**src/rtl/led_mux_drv_pkg.sv**
```systemverilog
// rtl/led_mux_drv_pkg.sv - shared constants, types and width helpers for the LED matrix driver
//
// Purpose: holds the default geometry and timing of the 3x6 LED matrix scan,
// the fixed 16-step on-phase split, the slot phase enum, and the constant
// functions the driver uses to size its counters from its parameters.
// Ports: none (package).
package led_mux_drv_pkg;

  // Default scan geometry/timing (1 us tick at 135 MHz).
  localparam int LP_DEF_PDIV_N  = 135;
  localparam int LP_DEF_ROW_N   = 3;
  localparam int LP_DEF_COL_N   = 6;
  localparam int LP_DEF_LED_N   = 18;
  localparam int LP_DEF_BLANK_N = 40;
  localparam int LP_DEF_STEP_N  = 60;

  // The on-phase is always split into 16 sub-steps, whether or not PWM is built.
  localparam int LP_PWM_STEPS   = 16;
  localparam int LP_BRIGHT_W    = 4;
  localparam int LP_STEP_IDX_W  = 4;

  typedef enum logic {
    PH_BLANK = 1'b0,
    PH_ON    = 1'b1
  } phase_e;

  // Bits needed to hold 0..n-1; never less than 1 so a 1-state counter
  // still has a legal vector width.
  function automatic int log2(input int n);
    int w;
    w = 1;
    while ((1 << w) < n) begin
      w = w + 1;
    end
    return w;
  endfunction

  // Ticks per row slot: blanking followed by the 16-step on-phase.
  function automatic int slot_len(input int blank_n, input int step_n);
    return blank_n + LP_PWM_STEPS * step_n;
  endfunction

  localparam int LP_DEF_SLOT_N = slot_len(LP_DEF_BLANK_N, LP_DEF_STEP_N);
  localparam int LP_DEF_PDIV_W = log2(LP_DEF_PDIV_N);
  localparam int LP_DEF_SLOT_W = log2(LP_DEF_SLOT_N);
  localparam int LP_DEF_ROW_W  = log2(LP_DEF_ROW_N);

endpackage

```
**src/rtl/led_mux_drv_pwm_gate.sv**
```systemverilog
// rtl/led_mux_drv_pwm_gate.sv - on-phase sub-step counter and optional brightness gate
//
// Purpose: tracks the sub-step index s (0..15) within the on-phase of a row
// slot with a tick/step counter pair (no divider). With LED_MUX_PWM_EN
// defined, it also holds the per-frame brightness snapshot and opens the
// gate while s <= bright snapshot; otherwise the gate is tied to 1.
// Ports:
//   clk       in  1  clock, rising edge
//   rst_n     in  1  asynchronous active-low reset
//   tick      in  1  scan tick (one CK wide)
//   phase_on  in  1  current slot count is in the on-phase
//   slot_wrap in  1  current slot count is the last of the slot
//   snap_en   in  1  frame snapshot strobe (qualified with tick by the caller)
//   bright    in  4  brightness request 0..15
//   gate      out 1  column enable for the current sub-step
module led_pwm_gate
  import led_mux_drv_pkg::*;
#(
  parameter int C_STEP_N = LP_DEF_STEP_N
)
(
  input  logic                   clk,
  input  logic                   rst_n,
  input  logic                   tick,
  input  logic                   phase_on,
  input  logic                   slot_wrap,
  input  logic                   snap_en,
  input  logic [LP_BRIGHT_W-1:0] bright,
  output logic                   gate
);

  localparam int               LP_TW        = log2(C_STEP_N);
  localparam logic [LP_TW-1:0] LP_TICK_LAST = LP_TW'(C_STEP_N - 1);

  logic [LP_TW-1:0]         tick_cnt;
  logic [LP_STEP_IDX_W-1:0] step;

  // The slot wrap clears the pair before the step index could pass 15.
  always_ff @(posedge clk or negedge rst_n) begin
    if (!rst_n) begin
      tick_cnt <= '0;
      step     <= '0;
    end else if (tick) begin
      if (slot_wrap) begin
        tick_cnt <= '0;
        step     <= '0;
      end else if (phase_on) begin
        if (tick_cnt == LP_TICK_LAST) begin
          tick_cnt <= '0;
          step     <= step + 1'b1;
        end else begin
          tick_cnt <= tick_cnt + 1'b1;
        end
      end
    end
  end

`ifdef LED_MUX_PWM_EN
  logic [LP_BRIGHT_W-1:0] bright_q;

  always_ff @(posedge clk or negedge rst_n) begin
    if (!rst_n) begin
      bright_q <= '0;
    end else if (snap_en) begin
      bright_q <= bright;
    end
  end

  assign gate = (step <= bright_q);
`else
  // Brightness is not built; the step counter keeps slot timing identical.
  logic unused_bright;
  assign unused_bright = ^{bright, step, snap_en};
  assign gate          = 1'b1;
`endif

endmodule

```
**src/rtl/led_mux_drv.sv**
```systemverilog
// rtl/led_mux_drv.sv - time-multiplexed LED matrix driver with anti-ghosting blanking
//
// Purpose: scans a C_ROW_N x C_COL_N LED matrix from the LEDs_ON_i request
// vector. Each row slot opens with C_BLANK_N ticks fully off, then a
// 16-sub-step on-phase. The request (and brightness) is snapshotted once
// per frame so the image never tears mid-scan. Optional 16-level PWM is
// built when the LED_MUX_PWM_EN macro is defined.
// Ports:
//   CK_i      in  1        clock, rising edge
//   XARST_i   in  1        asynchronous active-low reset
//   LEDs_ON_i in  C_LED_N  LED request, bit i -> row i/C_COL_N, col i%C_COL_N
//   BRIGHT_i  in  4        brightness 0..15 (PWM build only)
//   ROWs_o    out C_ROW_N  row enables, active high, at most one set
//   XCOLs_o   out C_COL_N  column sinks, active low
//   FRAME_o   out 1        one-CK pulse marking the frame snapshot
module led_mux_drv
  import led_mux_drv_pkg::*;
#(
  parameter int C_PDIV_N  = LP_DEF_PDIV_N,
  parameter int C_ROW_N   = LP_DEF_ROW_N,
  parameter int C_COL_N   = LP_DEF_COL_N,
  parameter int C_LED_N   = LP_DEF_LED_N,
  parameter int C_BLANK_N = LP_DEF_BLANK_N,
  parameter int C_STEP_N  = LP_DEF_STEP_N
)
(
  input  logic                   CK_i,
  input  logic                   XARST_i,
  input  logic [C_LED_N-1:0]     LEDs_ON_i,
  input  logic [LP_BRIGHT_W-1:0] BRIGHT_i,
  output logic [C_ROW_N-1:0]     ROWs_o,
  output logic [C_COL_N-1:0]     XCOLs_o,
  output logic                   FRAME_o
);

  localparam int LP_SLOT_N = slot_len(C_BLANK_N, C_STEP_N);
  localparam int LP_MAT_N  = C_ROW_N * C_COL_N;
  localparam int LP_PW     = log2(C_PDIV_N);
  localparam int LP_SW     = log2(LP_SLOT_N);
  localparam int LP_RW     = log2(C_ROW_N);

  localparam logic [LP_PW-1:0] LP_PDIV_LAST = LP_PW'(C_PDIV_N - 1);
  localparam logic [LP_SW-1:0] LP_SLOT_LAST = LP_SW'(LP_SLOT_N - 1);
  localparam logic [LP_SW-1:0] LP_BLANK     = LP_SW'(C_BLANK_N);
  localparam logic [LP_RW-1:0] LP_ROW_LAST  = LP_RW'(C_ROW_N - 1);

  logic [LP_PW-1:0]    pdiv_q;
  logic [LP_SW-1:0]    slot_q;
  logic [LP_RW-1:0]    row_q;
  logic [LP_MAT_N-1:0] snap_q;
  logic                ee;
  logic                slot_wrap;
  logic                frame_start;
  logic                gate;
  phase_e              phase;
  logic [C_ROW_N-1:0]  rows_d;
  logic [C_COL_N-1:0]  xcols_d;

  assign ee          = (pdiv_q == LP_PDIV_LAST);
  assign slot_wrap   = (slot_q == LP_SLOT_LAST);
  assign frame_start = ee && (row_q == '0) && (slot_q == '0);
  assign phase       = (slot_q >= LP_BLANK) ? PH_ON : PH_BLANK;

  always_ff @(posedge CK_i or negedge XARST_i) begin
    if (!XARST_i) begin
      pdiv_q <= '0;
    end else if (ee) begin
      pdiv_q <= '0;
    end else begin
      pdiv_q <= pdiv_q + 1'b1;
    end
  end

  always_ff @(posedge CK_i or negedge XARST_i) begin
    if (!XARST_i) begin
      slot_q <= '0;
      row_q  <= '0;
    end else if (ee) begin
      if (slot_wrap) begin
        slot_q <= '0;
        row_q  <= (row_q == LP_ROW_LAST) ? '0 : row_q + 1'b1;
      end else begin
        slot_q <= slot_q + 1'b1;
      end
    end
  end

  // Zero-extending into the full matrix keeps positions >= C_LED_N dark.
  always_ff @(posedge CK_i or negedge XARST_i) begin
    if (!XARST_i) begin
      snap_q <= '0;
    end else if (frame_start) begin
      snap_q <= LP_MAT_N'(LEDs_ON_i);
    end
  end

  led_pwm_gate #(
    .C_STEP_N (C_STEP_N)
  ) u_pwm_gate (
    .clk       (CK_i),
    .rst_n     (XARST_i),
    .tick      (ee),
    .phase_on  (phase == PH_ON),
    .slot_wrap (slot_wrap),
    .snap_en   (frame_start),
    .bright    (BRIGHT_i),
    .gate      (gate)
  );

  // Outputs are decoded from the counters and registered, so they trail the
  // tick that moves phase/row/step by one CK. The row can only change at a
  // slot wrap, which always lands in a blank phase.
  always_comb begin
    rows_d  = '0;
    xcols_d = '1;
    if (phase == PH_ON) begin
      for (int r = 0; r < C_ROW_N; r++) begin
        if (row_q == LP_RW'(r)) begin
          rows_d[r] = 1'b1;
          for (int c = 0; c < C_COL_N; c++) begin
            if (gate && snap_q[r * C_COL_N + c]) begin
              xcols_d[c] = 1'b0;
            end
          end
        end
      end
    end
  end

  always_ff @(posedge CK_i or negedge XARST_i) begin
    if (!XARST_i) begin
      ROWs_o  <= '0;
      XCOLs_o <= '1;
      FRAME_o <= 1'b0;
    end else begin
      ROWs_o  <= rows_d;
      XCOLs_o <= xcols_d;
      FRAME_o <= frame_start;
    end
  end

endmodule
```
**config.mk**
```make
export PLATFORM = sky130hd
export DESIGN_NAME = led_mux_drv
export DESIGN_NICKNAME = d
export VERILOG_FILES = /design/src/rtl/led_mux_drv_pkg.sv /design/src/rtl/led_mux_drv_pwm_gate.sv /design/src/rtl/led_mux_drv.sv
export SDC_FILE = /design/constraint.sdc
export NUM_CORES = 1
export LEC_CHECK = 0
export ABC_AREA = 1
export CORE_MARGIN = 2
export CORE_UTILIZATION = 43
export DETAILED_ROUTE_END_ITERATION = 16
export GPL_TIMING_DRIVEN = 0
export PLACE_DENSITY = 0.66
export RECOVER_POWER = 25
export SYNTH_ARGS = -nofsm -noshare
export SYNTH_HDL_FRONTEND = slang
export SYNTH_SLANG_ARGS = --single-unit
```
**constraint.sdc**
```tcl
create_clock -name CK_i -period 2.6 [get_ports CK_i]
set_input_delay 0.26 -clock CK_i [delete_from_list [all_inputs] [get_ports CK_i]]
set_output_delay 0.26 -clock CK_i [all_outputs]
set_load 0.03 [all_outputs]
```
Word level (Yosys, flattened, before mapping)

Index checks and enable logic that the tools add are counted.

Input bits: 24
Output and inout port bits: 10
Register bits after elaboration: 48
Logic and storage cells: 50

Order comparisons: 1
Equal/unequal tests: 4
Add/sub/neg operators: 3
Reductions and logical operators: 5
Mux-type cells: 30

Operator list:

| cell                  | count |
|---|---|
| $mux 6                | 4 |
| $mux 1                | 22 |
| $add 10x1->10 const B | 1 |
| $eq 10x10->1 const B  | 1 |
| $ge 10x6->1 const B   | 1 |
| $logic_not 10->1      | 1 |
| $mux 10               | 1 |
| $add 8x1->8 const B   | 1 |
| $eq 8x8->1 const B    | 1 |
| $mux 8                | 1 |
| $mux 3                | 1 |
| $add 2x1->2 const B   | 1 |
| $eq 2x1->1 const B    | 1 |
| $eq 2x2->1 const B    | 1 |
| $logic_and 1x1->1     | 2 |
| $logic_not 2->1       | 1 |
| $mux 2                | 1 |
| $reduce_and 2->1      | 1 |

Logic depth before layout (Yosys ltp)

Gate-level depths: netlist (run 1).

Depth in word-level cells: 7
Gate-level depth with buffers: 9
Mapped depth without buffers: 8

By module

A second synthesis (run 1) with hierarchy kept.

Cell total of the unflattened synthesis: 282
Area total of the unflattened synthesis: 2338.5 µm²

By module, submodules not included:

| module       | area each (µm²) | instances | cells each | seq. area each (µm²) |
|---|---|---|---|---|
| led_mux_drv  | 2327.2          | 1         | 280        | 1208.7 |
| led_pwm_gate | 11.3            | 1         | 2          | 0.0 |

Worst setup path after synthesis (run 1)

Ideal clock, no wire load.

Path kind: reg2reg
Start point: register pdiv_q[0]
End point: register snap_q[0]
Arrival: 1.331 ns
Stages on the path, launching flop included: 9
Clock period less this slack: 1.447 ns
Library setup time: 0.116 ns
Path buffers: 1
Setup slack: 1.153 ns
Required time: 2.484 ns
Cells stage by stage: dfrtp_1 > inv_1 > ha_1 > nand4_1 > nor2_4 > nand3_2 > buf_6 > nand2_1 > nand2_1

Cells in the longest elaborated chain, start to end: 3

RTL lines:

| what                            | RTL line          | text |
|---|---|---|
| start: declaration              | led_mux_drv.sv:47 | `logic [LP_PW-1:0] pdiv_q;` |
| start signal: assignment        | led_mux_drv.sv:70 | `pdiv_q <= pdiv_q + 1'b1;` |
| $eq 8x8->1                      | led_mux_drv.sv:59 | `assign ee = (pdiv_q == LP_PDIV_LAST);` |
| $logic_and 1x1->1 (2 in series) | led_mux_drv.sv:61 | `assign frame_start = ee && (row_q == '0) && (slot_q == '0);` |
| end signal: assignment          | led_mux_drv.sv:93 | `snap_q <= LP_MAT_N'(LEDs_ON_i);` |
| end: declaration                | led_mux_drv.sv:50 | `logic [LP_MAT_N-1:0] snap_q;` |

Every way passes these cells.
A chain may end at the register's enable or synchronous reset.

==> impl_metrics.prom, run 1 <==
# TYPE chip_impl_metric gauge
chip_impl_info{name="result_of_the_run",value="finished, final reports clean"} 1
chip_impl_metric{name="number_of_enable_type_register_cells_in_the_synthesized_netlist",unit=""} 0
chip_impl_metric{name="power_frac_seq",unit="%"} 60.1
chip_impl_metric{name="die_width",unit="µm"} 77.1
chip_impl_metric{name="tightestPinTransition",unit="ps"} 905
chip_impl_metric{name="drt_first_pass_iters",unit=""} 4
chip_impl_metric{name="setup_viol_count_final",unit=""} 0
chip_impl_metric{name="muxShareOfSynthArea",unit="%"} 0
chip_impl_metric{name="synth_seq_cells",unit=""} 48
chip_impl_metric{name="synthesis.yosys.warnings",unit=""} 0
chip_impl_info{name="rsz0062_at_grt",value="false"} 1
chip_impl_info{name="dr.max_layer_used",value="met4"} 1
chip_impl_metric{name="power.switching_fraction",unit="%"} 20.8
chip_impl_metric{name="worstPathRequired",unit="ps"} 2910
chip_impl_metric{name="fillerInstances",unit=""} 516
chip_impl_metric{name="place_area",unit="mm²"} 0.00269
chip_impl_metric{name="internal-power",unit="µW"} 984
chip_impl_metric{name="clock_power_share",unit="%"} 36.5
chip_impl_metric{name="post_synth_instance_area",unit="mm²"} 0.00229
chip_impl_metric{name="cts_post_setup_buffers_inserted",unit=""} 0
chip_impl_metric{name="gpl.final_weighted_congestion",unit=""} 0.822
chip_impl_metric{name="diodes",unit=""} 0
chip_impl_metric{name="core-area",unit="mm²"} 0.00514
chip_impl_metric{name="timing.slew.headroom",unit="%"} 39.7
chip_impl_metric{name="share_of_power_burned_in_combinational_logic",unit="%"} 3.4
chip_impl_info{name="synth_ff_type",value="sky130_fd_sc_hd__dfrtp_1"} 1
chip_impl_info{name="series_of_cell_instances_along_the_critical_path",value="dlygate4sd3_1 -> clkbuf_1 -> clkbuf_2"} 1
chip_impl_metric{name="port_buffers",unit=""} 29
chip_impl_metric{name="clock_sink_count",unit=""} 48
chip_impl_metric{name="peak_supply_drop",unit="mV"} 0.260
chip_impl_metric{name="synthAdderAreaFrac",unit="%"} 2.18
chip_impl_metric{name="drt_iter0_markers",unit=""} 108
chip_impl_metric{name="synthXorXnorAreaFrac",unit="%"} 1.53
chip_impl_metric{name="maxCapViolations",unit=""} 0
chip_impl_metric{name="grt_overflow",unit=""} 0
chip_impl_metric{name="synth_seq_area_share",unit="%"} 52.7
chip_impl_metric{name="chipHeight",unit="µm"} 77.1
chip_impl_metric{name="power_per_cell_area",unit="mW/mm²"} 448
chip_impl_info{name="clock-root-buffer",value="sky130_fd_sc_hd__clkbuf_8"} 1
chip_impl_metric{name="static_leakage",unit="µW"} 0.00139
chip_impl_metric{name="drt-met1-wl",unit="mm"} 2.12
chip_impl_metric{name="met2RoutedLength",unit="mm"} 2.03
chip_impl_metric{name="total_count_of_max_transition_violations_in_the_final_report",unit=""} 0
chip_impl_info{name="critical_path.startpoint_type",value="input pin"} 1
chip_impl_metric{name="area_growth",unit="%"} 20.9
chip_impl_info{name="setup.worst_path.end_class",value="async pin"} 1
chip_impl_metric{name="clk_pin_slew",unit="ps"} 90
chip_impl_metric{name="r2r_setup_slack",unit="ps"} 890
chip_impl_metric{name="initial_antenna_violation_count",unit=""} 0
chip_impl_metric{name="fraction_of_the_mapped_netlist_area_in_simple_logic_gates",unit="%"} 33.1
chip_impl_metric{name="grt.total_usage",unit="%"} 16.9
chip_impl_metric{name="first_global_vias",unit=""} 1710
chip_impl_metric{name="post-route-util",unit="%"} 54.0
chip_impl_metric{name="row_count",unit=""} 26
chip_impl_metric{name="post_synth_num_cell_types",unit=""} 29
chip_impl_metric{name="dpl.hpwl",unit="mm"} 3.23
chip_impl_metric{name="area_of_all_placed_cells_without_fillers",unit="mm²"} 0.00277
chip_impl_info{name="area_contributors_post_synth",value="sky130_fd_sc_hd__dfrtp_1 (46%), sky130_fd_sc_hd__nand2_1 (17%), sky130_fd_sc_hd__dfstp_2 (6.9%), sky130_fd_sc_hd__nor2_1 (5.1%), sky130_fd_sc_hd__inv_1 (4.6%)"} 1
chip_impl_metric{name="detailroute.via_count",unit=""} 1773
chip_impl_metric{name="fin_crit",unit="ps"} 1770
chip_impl_metric{name="totalWireLength",unit="mm"} 4.37
chip_impl_info{name="hold_path.class",value="input pin to async pin"} 1
chip_impl_metric{name="drt_drc_violations_left",unit=""} 0
chip_impl_metric{name="drive_gt1_share",unit="%"} 10.3
chip_impl_metric{name="cts-buffers-inserted",unit=""} 5
chip_impl_info{name="largest_family_of_logic_cells_by_synthesized_area",value="simple AND/OR/NAND/NOR gates"} 1
chip_impl_metric{name="fin_skew",unit="ps"} 3.38
chip_impl_metric{name="crit_path_max_fanout",unit=""} 38
chip_impl_metric{name="ios",unit=""} 34
chip_impl_metric{name="cp_data_arrival_time",unit="ps"} 2080
chip_impl_metric{name="via_per_inst",unit=""} 4.64
chip_impl_metric{name="yosys.area.top_type_share",unit="%"} 45.8
chip_impl_metric{name="initial_core_util",unit="%"} 44.6
chip_impl_metric{name="post_route_setup_tns",unit="ps"} 0
chip_impl_metric{name="hold_viol",unit=""} 0
chip_impl_metric{name="synthCells",unit=""} 273
chip_impl_metric{name="grt_start_max_net_pins",unit=""} 39
chip_impl_info{name="synth.largest_area_cell",value="sky130_fd_sc_hd__dfrtp_1"} 1
chip_impl_metric{name="grt_pass1_wl",unit="mm"} 7.98
chip_impl_metric{name="met3_wirelength",unit="µm"} 156
chip_impl_metric{name="fin_crit_sh",unit="%"} 67.9
chip_impl_metric{name="net-switching-power",unit="µW"} 258
chip_impl_metric{name="post_synthesis_net_count",unit=""} 301
chip_impl_metric{name="async_reset_ff_share",unit="%"} 100
chip_impl_info{name="cts_tree",value="done"} 1
chip_impl_info{name="setup.worst_path.class",value="input pin to async pin"} 1
chip_impl_metric{name="synth-compound-area-share",unit="%"} 3.87
chip_impl_metric{name="worst_skew_pair.late_latency",unit="ps"} 290
chip_impl_metric{name="crit_path_max_incr_delay",unit="ps"} 810
chip_impl_metric{name="cts.repair.resized",unit=""} 0
chip_impl_metric{name="hold_ws",unit="ps"} 470
chip_impl_metric{name="clock_path_buffers",unit=""} 2
chip_impl_metric{name="num-nets-final",unit=""} 339
chip_impl_metric{name="htree_num_levels",unit=""} 2
chip_impl_metric{name="fmax",unit="MHz"} 566
chip_impl_metric{name="floorplan.die_area",unit="mm²"} 0.00594
chip_impl_metric{name="post_synth.cell_area_avg",unit="µm²"} 8.41
chip_impl_metric{name="ant_nets",unit=""} 0
chip_impl_metric{name="avgRoutedWirePerCell",unit="µm"} 11.4
chip_impl_info{name="slowest_stage",value="sky130_fd_sc_hd__clkbuf_2"} 1
kinds of logic (layout without fill, tap and decap cells):
kind of cell | Yosys count | count (layout)
flip-flops | 48 | 48
AO/OA/AOI/OAI | 15 | 15
XOR/XNOR | 4 | 4
adder cells (fa/ha/maj) | 4 | 4
buffers and inverters | 34 | 73
AND/OR/NAND/NOR | 168 | 168
final cells by class:
class / instances / area, µm² / area share, %
sequential: 48 / 1210 / 43.6
timing repair buffer: 31 / 299 / 10.8
tap: 70 / 87.6 / 3.16
buffer: 4 / 40.0 / 1.44
clock buffer: 6 / 82.6 / 2.98
inverter: 30 / 113 / 4.06
multi-input combinational: 191 / 933 / 33.6
clock inverter: 2 / 10.0 / 0.361
flip-flops by register name (all words and copies together), names as in the netlist:
| register | flops |
|---|---|
| XCOLs_o | 6 |
| row_q | 2 |
| slot_q | 10 |
| FRAME_o | 1 |
| snap_q | 18 |
| ROWs_o | 3 |
| pdiv_q | 8 |
power groups by stage:
stage / combinational [µW] / clock [µW] / sequential (µW)
3_5_place_dp: 46.7 / 0 / 761
4_1_cts: 48.0 / 467 / 746
6_report: 42.8 / 453 / 746
3_3_place_gp: 44.3 / 0 / 761
2_1_floorplan: 0.000449 / 0 / 761
5_1_grt: 48.7 / 513 / 747
path summary, 6_finish.rpt:
check	to	cells past startpoint	from
setup / recovery	slot_q[2]$_DFFE_PN0N_	3	XARST_i
max in group CK_i	XCOLs_o[4]	1	XCOLs_o[4]$_DFF_PN1_
min in group CK_i	snap_q[16]$_DFFE_PN0P_	2	snap_q[16]$_DFFE_PN0P_
hold reg to reg	snap_q[16]$_DFFE_PN0P_	2	snap_q[16]$_DFFE_PN0P_
hold / removal	slot_q[6]$_DFFE_PN0N_	2	XARST_i
setup reg to reg	snap_q[11]$_DFFE_PN0P_	8	pdiv_q[0]$_DFF_PN0_
worst max-delay path, delay by kind of cell:
kind	cells	cell delay, ps
buffers and inverters	3	1800
Yosys cell counts, types with 2 or more instances:
master / count
sky130_fd_sc_hd__o221ai_1: 3
sky130_fd_sc_hd__o21ai_0: 6
sky130_fd_sc_hd__inv_1: 28
sky130_fd_sc_hd__ha_1: 4
sky130_fd_sc_hd__a21oi_1: 2
sky130_fd_sc_hd__xnor2_1: 2
sky130_fd_sc_hd__nand4_1: 3
sky130_fd_sc_hd__nor3_1: 2
sky130_fd_sc_hd__nand2_4: 3
sky130_fd_sc_hd__nor2_4: 4
sky130_fd_sc_hd__o21ai_1: 3
sky130_fd_sc_hd__nand2_1: 104
sky130_fd_sc_hd__dfstp_2: 6
sky130_fd_sc_hd__xor2_1: 2
sky130_fd_sc_hd__inv_2: 2
sky130_fd_sc_hd__nor2_1: 31
sky130_fd_sc_hd__dfrtp_1: 42
sky130_fd_sc_hd__nand3_1: 15
placed cells by master, fill, tap and decap left out, types with 4 or more instances in the layout:
master / Yosys / final
sky130_fd_sc_hd__nand2_1: 104 / 104
sky130_fd_sc_hd__dfstp_2: 6 / 6
sky130_fd_sc_hd__o21ai_0: 6 / 6
sky130_fd_sc_hd__nor2_1: 31 / 31
sky130_fd_sc_hd__nor2_4: 4 / 4
sky130_fd_sc_hd__clkdlybuf4s50_1: 0 / 28
sky130_fd_sc_hd__inv_1: 28 / 28
sky130_fd_sc_hd__ha_1: 4 / 4
sky130_fd_sc_hd__dfrtp_1: 42 / 42
sky130_fd_sc_hd__clkbuf_8: 0 / 6
sky130_fd_sc_hd__nand3_1: 15 / 15
metal layers:
metal,up-vias,track usage [%]
li1,917,-
met1,818,24.2
met2,32,25.7
met3,6,3.53
met4,0,5.89
met5,-,0
through the flow:
stage,setup WS (ps),power [µW],instances
global route,489,1310,382
detailed placement,875,807,373
CTS,841,1260,382
floorplan,1150,761,273
global placement,-152,805,372
finish,834,1240,382
repair_timing:
item                                   4_1_cts  5_1_grt
hold buffers                                 1        0
endpoints found under the hold margin       10        0
setup endpoints to repair                    0        0
Power figures use the tool's default switching activity.
==> run 2, diff against run 1 <==
- PLACE_DENSITY: 0.66 -> 0.68
- clock period: 2.6 -> 1.6 ns (I/O delays scaled with it)
==> run 2 against run 1 <==
  * Via count rose by 4.0%
  * Sequential share of layout area fell by 2.0 points
  * Clock power rose by 90%
  * Worst hold slack got worse by 90 ps
  * Die area did not move
  * Critical path depth rose by 5
  * Combinational power rose by 65%
  * Largest power group unchanged
==> impl_metrics.prom, run 2 (synthesis results as in run 1) <==
# TYPE chip_impl_metric gauge
chip_impl_metric{name="worst_skew_pair.late_latency",unit="ps"} 300
chip_impl_metric{name="grt_overflow",unit=""} 0
chip_impl_metric{name="timing.slew.headroom",unit="%"} 56.5
chip_impl_info{name="result_of_the_run",value="finished, final reports clean"} 1
chip_impl_metric{name="dpl.hpwl",unit="mm"} 3.18
chip_impl_info{name="setup.worst_path.class",value="flop to flop"} 1
chip_impl_metric{name="static_leakage",unit="µW"} 0.00145
chip_impl_metric{name="maxCapViolations",unit=""} 0
chip_impl_info{name="series_of_cell_instances_along_the_critical_path",value="inv_1 -> ha_1 -> nand4_1 -> nor2_4 -> buf_4 -> buf_4 -> nand2_1 -> xnor2_1"} 1
chip_impl_metric{name="crit_path_max_incr_delay",unit="ps"} 390
chip_impl_info{name="layout_top_registers",value="snap_q x18, slot_q x10, pdiv_q x8"} 1
chip_impl_metric{name="grt_start_max_net_pins",unit=""} 38
chip_impl_metric{name="grt.total_usage",unit="%"} 16.8
chip_impl_metric{name="post-route-util",unit="%"} 56.6
chip_impl_metric{name="drt_drc_violations_left",unit=""} 0
chip_impl_metric{name="ant_nets",unit=""} 0
chip_impl_metric{name="fin_crit_sh",unit="%"} 94.7
chip_impl_metric{name="ios",unit=""} 34
chip_impl_metric{name="ff2ff_path_depth",unit=""} 8
chip_impl_metric{name="final.setup.worst_slack",unit="ps"} 85.0
chip_impl_info{name="regToRegStartpoint",value="pdiv_q[0]$_DFF_PN0_"} 1
chip_impl_metric{name="cp_data_arrival_time",unit="ps"} 1710
chip_impl_metric{name="fin_skew",unit="ps"} 11.8
chip_impl_metric{name="post_layout_cell_count",unit=""} 393
chip_impl_info{name="mostFrequentLayoutCells",value="sky130_fd_sc_hd__nand2_1 (104), sky130_fd_sc_hd__dfrtp_1 (42), sky130_fd_sc_hd__nor2_1 (30)"} 1
chip_impl_metric{name="largest_register_ff_count",unit=""} 18
chip_impl_metric{name="via_per_inst",unit=""} 4.69
chip_impl_metric{name="first_global_vias",unit=""} 1802
chip_impl_info{name="rsz0062_at_grt",value="true"} 1
chip_impl_metric{name="chipHeight",unit="µm"} 77.1
chip_impl_metric{name="fillerInstances",unit=""} 503
chip_impl_info{name="regToRegEndpoint",value="slot_q[4]$_DFFE_PN0N_"} 1
chip_impl_metric{name="drt_first_pass_iters",unit=""} 4
chip_impl_info{name="path_delay_family",value="simple AND/OR/NAND/NOR gates"} 1
chip_impl_metric{name="crit_path_max_fanout",unit=""} 6
chip_impl_metric{name="clock_sink_count",unit=""} 48
chip_impl_info{name="hold_path.class",value="input pin to async pin"} 1
chip_impl_metric{name="num-nets-final",unit=""} 350
chip_impl_metric{name="clock_path_buffers",unit=""} 2
chip_impl_info{name="clock-root-buffer",value="sky130_fd_sc_hd__clkbuf_8"} 1
chip_impl_metric{name="htree_num_levels",unit=""} 2
chip_impl_metric{name="detailedPlace.worstSlack",unit="ps"} -101
chip_impl_metric{name="drive_gt1_share",unit="%"} 13.6
chip_impl_metric{name="power_per_cell_area",unit="mW/mm²"} 737
chip_impl_info{name="setup.worst_path.start",value="pdiv_q[0]$_DFF_PN0_"} 1
chip_impl_info{name="slowest_stage",value="sky130_fd_sc_hd__dfrtp_1"} 1
chip_impl_metric{name="r2r_setup_slack",unit="ps"} 90
chip_impl_metric{name="die_width",unit="µm"} 77.1
chip_impl_metric{name="diodes",unit=""} 0
chip_impl_metric{name="clk_pin_slew",unit="ps"} 90
chip_impl_metric{name="core-area",unit="mm²"} 0.00514
chip_impl_metric{name="area_growth",unit="%"} 26.8
chip_impl_metric{name="placedCellCount",unit=""} 373
chip_impl_metric{name="grt_pass1_wl",unit="mm"} 8.05
chip_impl_metric{name="detailroute.via_count",unit=""} 1844
chip_impl_metric{name="fmax",unit="MHz"} 660
chip_impl_metric{name="avgRoutedWirePerCell",unit="µm"} 11.5
chip_impl_info{name="critical_path.startpoint_type",value="flop"} 1
chip_impl_metric{name="gpl.final_weighted_congestion",unit=""} 0.795
chip_impl_info{name="final_common_cell",value="sky130_fd_sc_hd__nand2_1"} 1
chip_impl_info{name="setup.worst_path.end_class",value="flop"} 1
chip_impl_metric{name="port_buffers",unit=""} 29
chip_impl_metric{name="fin_crit",unit="ps"} 1510
chip_impl_metric{name="hold_viol",unit=""} 0
chip_impl_metric{name="totalWireLength",unit="mm"} 4.52
chip_impl_metric{name="cts-buffers-inserted",unit=""} 5
chip_impl_metric{name="total_count_of_max_transition_violations_in_the_final_report",unit=""} 0
chip_impl_metric{name="path_buf_inv",unit=""} 3
chip_impl_metric{name="floorplan.die_area",unit="mm²"} 0.00594
chip_impl_metric{name="row_count",unit=""} 26
chip_impl_metric{name="worstPathRequired",unit="ps"} 1790
chip_impl_metric{name="initial_core_util",unit="%"} 44.6
chip_impl_metric{name="setup_viol_count_final",unit=""} 0
chip_impl_metric{name="peak_supply_drop",unit="mV"} 0.360
chip_impl_metric{name="tightestPinTransition",unit="ps"} 652
chip_impl_info{name="crit_path_frequent_cell",value="sky130_fd_sc_hd__buf_4"} 1
chip_impl_metric{name="drt_iter0_markers",unit=""} 116
chip_impl_metric{name="initial_antenna_violation_count",unit=""} 0
chip_impl_info{name="cts_tree",value="done"} 1
chip_impl_info{name="largest_register",value="snap_q"} 1
==> run 2: worst max-delay path by stage <==
| stage | to | slack, ps | depth (start not counted) |
|---|---|---|---|
| floorplan | snap_q[0]$_DFFE_PN0P_ | 150 | 8 |
| global placement | snap_q[11]$_DFFE_PN0P_ | -1000 | 1 |
| global route | slot_q[4]$_DFFE_PN0N_ | -10 | 8 |
| CTS | snap_q[13]$_DFFE_PN0P_ | -0.2 | 8 |
| detailed placement | snap_q[13]$_DFFE_PN0P_ | -100 | 8 |
| finish | slot_q[4]$_DFFE_PN0N_ | 90 | 8 |
==> run 2: where the power goes <==
part	switching (µW)	internal, µW	total (µW)
registers	0	1210	1210
clock network	396	464	861
logic	29.2	41.3	70.6
total	426	1720	2140
==> run 2: routing by layer <==
metal  wire length, µm  track usage [%]
met1              2090             22.5
met2              2180             27.3
met3               186             2.82
met4                67             6.43
met5                 0                0
==> run 2: final cells by class <==
type	count	area (µm²)	area share (%)
multi-input combinational	191	948	32.6
clock inverter	2	35.0	1.20
tap	70	87.6	3.01
inverter	30	113	3.87
buffer	4	42.5	1.46
sequential	48	1210	41.5
clock buffer	6	72.6	2.49
timing repair buffer	42	402	13.8
==> run 2: per-stage QoR <==
| stage | total power (µW) | area (µm²) | TNS [ps] | hold WS (ps) |
|---|---|---|---|---|
| after floorplan | 1240 | 2290 | 0 | -136 |
| after CTS | 2170 | 2820 | -0.211 | 273 |
| after global routing | 2220 | 2910 | -41.3 | 400 |
| after global placement | 1310 | 2670 | -45640 | 464 |
| after detailed placement | 1310 | 2690 | -896 | 63.6 |
| final | 2140 | 2910 | 0 | 380 |
==> run 2: worst reg2reg max path, cell delays in order (launching register included) <==
cell and delay (ps):
sky130_fd_sc_hd__dfrtp_1 390, sky130_fd_sc_hd__inv_1 60, sky130_fd_sc_hd__ha_1 160, sky130_fd_sc_hd__nand4_1 130, sky130_fd_sc_hd__nor2_4 210, sky130_fd_sc_hd__buf_4 150, sky130_fd_sc_hd__buf_4 120, sky130_fd_sc_hd__nand2_1 60
sky130_fd_sc_hd__xnor2_1 130
==> run 2: what timing repair did <==
item,4_1_cts,5_1_grt
pin swaps,1,5
setup endpoints to repair,18,21
buffers inserted,1,10
gates resized for setup,8,2
hold endpoints to repair,11,0
hold buffers,1,0
